`src/rtl/prog_loader.sv`:
```
// prog_loader: byte-stream program loader; header {hi,lo}=N, then N 16-bit words written to program memory.
// Ports: clk, reset (async low), start, in_data/in_valid/in_ready, we_mem/addr_mem/data_mem, cpu_run, busy, err_len, illegal, words_loaded.
module prog_loader (
  input  logic        clk,
  input  logic        reset,
  input  logic        start,
  input  logic [7:0]  in_data,
  input  logic        in_valid,
  output logic        in_ready,
  output logic        we_mem,
  output logic [9:0]  addr_mem,
  output logic [15:0] data_mem,
  output logic        cpu_run,
  output logic        busy,
  output logic        err_len,
  output logic        illegal,
  output logic [10:0] words_loaded
);

  typedef enum logic [2:0] {
    IDLE, HDR_HI, HDR_LO, W_HI,
    W_LO, WRITE, DONE, ERR
  } state_t;

  state_t      state;
  state_t      nxt;
  logic [7:0]  hdr_hi;
  logic [10:0] n_words;
  logic [15:0] hdr;
  logic        hdr_bad;
  logic [5:0]  op;
  logic        op_ok;
  logic        last;

  assign hdr     = {hdr_hi, in_data};
  assign hdr_bad = (hdr == 16'd0) || (hdr > 16'd1024);
  assign op      = data_mem[15:10];
  assign last    = (words_loaded + 11'd1) == n_words;

  always_comb begin
    op_ok = 1'b0;
    unique case (1'b1)
      op[5]:                      op_ok = 1'b1;
      (op[5:2] == 4'b0000):       op_ok = 1'b1;
      (op >= 6'd8 && op <= 6'd10): op_ok = 1'b1;
      default:                    op_ok = 1'b0;
    endcase
  end

  always_ff @(posedge clk or negedge reset) begin
    if (!reset) state <= IDLE;
    else        state <= nxt;
  end

  always_comb begin
    nxt      = state;
    in_ready = 1'b0;
    busy     = 1'b1;
    we_mem   = 1'b0;
    cpu_run  = 1'b0;
    unique case (state)
      IDLE, ERR: begin
        busy = 1'b0;
        if (start) nxt = HDR_HI;
      end
      DONE: begin
        busy    = 1'b0;
        cpu_run = 1'b1;
        if (start) nxt = HDR_HI;
      end
      HDR_HI: begin
        in_ready = 1'b1;
        if (in_valid) nxt = HDR_LO;
      end
      HDR_LO: begin
        in_ready = 1'b1;
        if (in_valid) nxt = hdr_bad ? ERR : W_HI;
      end
      W_HI: begin
        in_ready = 1'b1;
        if (in_valid) nxt = W_LO;
      end
      W_LO: begin
        in_ready = 1'b1;
        if (in_valid) nxt = WRITE;
      end
      WRITE: begin
        we_mem = 1'b1;
        nxt    = last ? DONE : W_HI;
      end
      default: nxt = IDLE;
    endcase
  end

  always_ff @(posedge clk or negedge reset) begin
    if (!reset) begin
      hdr_hi       <= '0;
      n_words      <= '0;
      addr_mem     <= '0;
      data_mem     <= '0;
      err_len      <= 1'b0;
      illegal      <= 1'b0;
      words_loaded <= '0;
    end else begin
      unique case (state)
        IDLE, DONE, ERR: begin
          if (start) begin
            err_len      <= 1'b0;
            illegal      <= 1'b0;
            words_loaded <= '0;
            addr_mem     <= '0;
          end
        end
        HDR_HI: if (in_valid) hdr_hi <= in_data;
        HDR_LO: begin
          if (in_valid) begin
            if (hdr_bad) err_len <= 1'b1;
            else         n_words <= hdr[10:0];
          end
        end
        W_HI: if (in_valid) data_mem[15:8] <= in_data;
        W_LO: if (in_valid) data_mem[7:0] <= in_data;
        WRITE: begin
          addr_mem     <= addr_mem + 10'd1;
          words_loaded <= words_loaded + 11'd1;
          if (!op_ok) illegal <= 1'b1;
        end
        default: ;
      endcase
    end
  end

endmodule
```
`config.mk`:
```
export PLATFORM = sky130hd
export DESIGN_NAME = prog_loader
export DESIGN_NICKNAME = d
export VERILOG_FILES = /design/src/rtl/prog_loader.sv
export SDC_FILE = /design/constraint.sdc
export NUM_CORES = 1
export LEC_CHECK = 0
export ABC_AREA = 1
export CAP_MARGIN = 20
export CELL_PAD_IN_SITES_DETAIL_PLACEMENT = 0
export CELL_PAD_IN_SITES_GLOBAL_PLACEMENT = 1
export CORE_ASPECT_RATIO = 0.7
export CORE_MARGIN = 2
export CORE_UTILIZATION = 38
export CTS_CLUSTER_SIZE = 8
export DETAILED_ROUTE_END_ITERATION = 8
export PLACE_DENSITY_LB_ADDON = 0.1
export SLEW_MARGIN = 40
export SYNTH_ARGS = -nofsm -noshare
export SYNTH_HDL_FRONTEND = slang
export SYNTH_SLANG_ARGS = --single-unit
```
`constraint.sdc`:
```
create_clock -name clk -period 1.8 [get_ports clk]
set_input_delay 0.18 -clock clk [delete_from_list [all_inputs] [get_ports clk]]
set_output_delay 0.18 -clock clk [all_outputs]
set_load 0.01 [all_outputs]
```
==> impl_summary.log <==
[metrics] Switch Pwr: 2250 µW
[metrics] count of synthesis-stage warnings from yosys: 0
[metrics] die area: 0.00863 mm²
[metrics] synthesized cell area: 0.00300 mm²
[metrics] vertical die dimension: 78.3 µm
[metrics] number of cells on the worst reg-to-reg path: 13
[metrics] measured slew at the worst slew-check pin: 482 ps
[metrics] total number of vias: roughly 2.8k
[metrics] number of routed nets with antenna violations: 0
[metrics] result of the run: finished clean
[metrics] post-layout power: between 6000 and 7000 µW
[metrics] Cell Count, Final, Fillers Out: 567
[metrics] largest clock skew in the final design: roughly 12 ps
[metrics] maximum clock frequency: about 580 MHz
[metrics] worst-case clock buffer depth: 2
[metrics] CORE AREA: 0.00777 mm²
[metrics] fraction of layout instances using a drive strength above 1: 17.0%
[metrics] clock latency on the worst-skew pair: 340 ps
[metrics] period utilization: 95.5%
[metrics] WL per Instance: ~15 µm
[metrics] maximum fanout count along the critical path: 4
[metrics] mux contribution to synthesized area: 0%
[metrics] GRT Overall Usage: 20.7%
[metrics] starting density of the core: 38.6%
[metrics] half-perimeter wire length after detailed placement: 5760 µm
[metrics] number of cells in the design after placement: ~550
[metrics] arrival time worst endpoint: roughly 1500 ps
[metrics] CTS sink count: 61
[metrics] Synth-to-Final Area Change: 41.6%
[metrics] total count of max-transition violations in the final report: 0
[metrics] net count after synthesis: 390
[metrics] register-to-register path setup slack: 80 ps
[metrics] worst hold path type: in2async
[metrics] Final Hold Vio Count: 0
[metrics] deepest level of the CTS H-tree: 3
[metrics] routing usage on met3: 5.07%
[metrics] capture point of the worst reg-to-reg path: state[0]
[metrics] total power per unit cell area: 1470 mW/mm²
[metrics] max-capacitance violation count: 0
[metrics] clock buffers created by TritonCTS: 9
[metrics] most common cell after layout, fill and taps aside: sky130_fd_sc_hd__nand2_1
[metrics] Cell variety after synth: 32
[metrics] relative contribution of the clock network to total power: approximately 28%
[metrics] GR Layer Usage met1: 30.9%
[metrics] number of placement rows: 27
[metrics] arithmetic-cell share of the synthesized area counting full adders, half adders and majority gates: less than 1%
[metrics] startpoint of the most critical register-to-register path: words_loaded[1]
[metrics] portion of total power attributed to combinational logic: approximately 37%
[metrics] Peak supply drop: 0.000680 V
[metrics] type of the setup path with the least slack: reg2out
[metrics] Post-Route WL: 8240 µm
[metrics] initial antenna violation count: 0
[metrics] area fraction in compound gates after synthesis: 14.7%
[metrics] number of port buffers: 54
[metrics] violation count after the first detailed-route iteration: roughly 140
[metrics] Slew headroom: 67.8%
[metrics] Most used DFF post-synth: sky130_fd_sc_hd__dfrtp_1
[metrics] vias in the first global route: 2,652
[metrics] clock transition time at the flip-flop clock pins of the worst setup and hold paths: 60 ps
[metrics] TritonCTS clock tree: built
[metrics] final net count: 475
[metrics] sequential share of the synthesized area: 50.9%
[metrics] fraction of power spent switching nets: 36.1%
[metrics] register share of total power: approximately a third
[metrics] RePlAce Congestion: ~0.84
[metrics] Clk Tree Root Cell: sky130_fd_sc_hd__clkbuf_16
[metrics] met2 track utilization from global routing: between 20 and 30%
[metrics] maximum number of pins on one net before global-route repair: 24
[metrics] final-report setup violation count: 0
[metrics] fraction of the mapped netlist area in simple logic gates: between 20% and 30%
[metrics] number of design rule violations left after detail routing: 0
[metrics] total overflow reported by the global router: 0
[metrics] ant diodes: 0
[metrics] share of flip-flops with an asynchronous set or reset: 100%
[metrics] commonest cells after routing, fill and taps aside: sky130_fd_sc_hd__nand2_1, sky130_fd_sc_hd__dfrtp_1, sky130_fd_sc_hd__o21ai_0
[metrics] count of boundary I/O pins: 55
[metrics] most heavily used metal layer in global routing: met1
[metrics] Die Width: 110 µm
[metrics] number of synthesized register bits: 61
[metrics] combinational family with the most area after synthesis: simple AND/OR/NAND/NOR gates
[metrics] Vias per Instance: between 4 and 5
[metrics] Period minus WS final: 1720 ps
[metrics] Worst Setup Start Kind: flip-flop
[metrics] internal power: 3990 µW
[metrics] 1st-pass router iterations: 5
[metrics] leakage dissipation: 0.00191 µW
[metrics] category of the worst setup path capture point: output port
[metrics] Synth Area per Inst: 7.98 µm²
[metrics] unrepaired setup endpoints after global routing: yes
[metrics] required time of the critical path: 1620 ps
[metrics] number of enable flip-flop cells after synthesis: 0
[metrics] share of the synthesized netlist area taken by xor and xnor gates: 1.67%
[metrics] number of cells produced by synthesis: 376
[metrics] global-route wire length before repair: 13,400 µm
## worst max path at each step
| stage | startpoint | endpoint | cells after the start |
|---|---|---|---|
| after floorplan | words_loaded[0] | state[0] | 11 |
| after global placement | state[1] | words_loaded[2] | 8 |
| after detailed placement | in_data[7] | n_words[4] | 12 |
| after CTS | state[2] | in_ready | 7 |
| after global routing | words_loaded[1] | state[2] | 15 |
| final | state[0] | cpu_run | 4 |
## sequential cells by signal (all words and copies together), names as in the netlist
| signal | cells |
|---|---|
| illegal | 1 |
| words_loaded | 11 |
| state | 3 |
| hdr_hi | 8 |
| data_mem | 16 |
| err_len | 1 |
| n_words | 11 |
| addr_mem | 10 |
## per-stage QoR
stage               hold WS, ps  cell area [µm²]  setup TNS (ps)  worst slack [ps]  utilization, %
CTS                         351             4160               0              6.30            53.5
finish                      333             4250               0              80.1            54.7
global route                402             4250            -175             -93.0            54.7
global placement            170             3840               0              46.0            49.5
detailed placement          170             3840               0              21.6            49.5
floorplan                  -116             3000               0               131               -
## layout make-up
cell class	count	area, µm²
clock buffer	10	229
clock inverter	6	72.6
fill	736	3520
inverter	48	180
multi-input combinational	259	1330
sequential	61	1530
tap	101	126
timing repair buffer	82	782
## routing by layer
metal | vias to the layer above | wire length [µm]
li1 | 1401 | -
met1 | 1278 | 4140
met2 | 89 | 3370
met3 | 18 | 538
met4 | 0 | 183
met5 | - | 0
## power groups by stage
stage               Clock [µW]  Combinational (µW)  Sequential, µW
floorplan                    0                1120            2220
global placement             0                2250            2170
detailed placement           0                2280            2170
CTS                       1780                2280            2160
global route              1860                2620            2240
finish                    1760                2310            2170
## repair_timing
action / in CTS / in global routing
hold buffers: 1 / 0
endpoints found under the hold margin: 17 / 0
pin swaps: 0 / 11
setup endpoints to repair: 3 / 22
resized for setup: 6 / 23
buffers inserted: 0 / 3
## cell usage after synthesis, types with 3 or more instances
| library cell | n | area, µm² |
|---|---|---|
| sky130_fd_sc_hd__a21oi_1 | 6 | 30.0 |
| sky130_fd_sc_hd__nor2_2 | 3 | 18.8 |
| sky130_fd_sc_hd__dfrtp_1 | 61 | 1530 |
| sky130_fd_sc_hd__nor2_1 | 35 | 131 |
| sky130_fd_sc_hd__nand2_2 | 4 | 25.0 |
| sky130_fd_sc_hd__nand4_1 | 4 | 25.0 |
| sky130_fd_sc_hd__a31oi_1 | 3 | 18.8 |
| sky130_fd_sc_hd__inv_2 | 3 | 11.3 |
| sky130_fd_sc_hd__nand2_1 | 98 | 368 |
| sky130_fd_sc_hd__nand3_1 | 23 | 115 |
| sky130_fd_sc_hd__o21ai_0 | 51 | 255 |
| sky130_fd_sc_hd__clkbuf_1 | 4 | 15.0 |
| sky130_fd_sc_hd__o22ai_1 | 8 | 50.1 |
| sky130_fd_sc_hd__inv_1 | 45 | 169 |
| sky130_fd_sc_hd__buf_2 | 4 | 20.0 |
## critical path, stage by stage (launching register included)
cell                              delay (ps)
sky130_fd_sc_hd__dfrtp_1                 410
sky130_fd_sc_hd__inv_2                   100
sky130_fd_sc_hd__nand2_1                  70
sky130_fd_sc_hd__nor2_1                  100
sky130_fd_sc_hd__clkdlybuf4s50_1         540
## kinds of logic after synthesis
| kind of cell | after synthesis |
|---|---|
| buffers and inverters | 56 |
| AND/OR/NAND/NOR | 174 |
| adder cells (fa/ha/maj) | 2 |
| flip-flops | 61 |
| AO/OA/AOI/OAI | 79 |
| XOR/XNOR | 4 |
No activity file was read; power rests on OpenSTA's default activity.
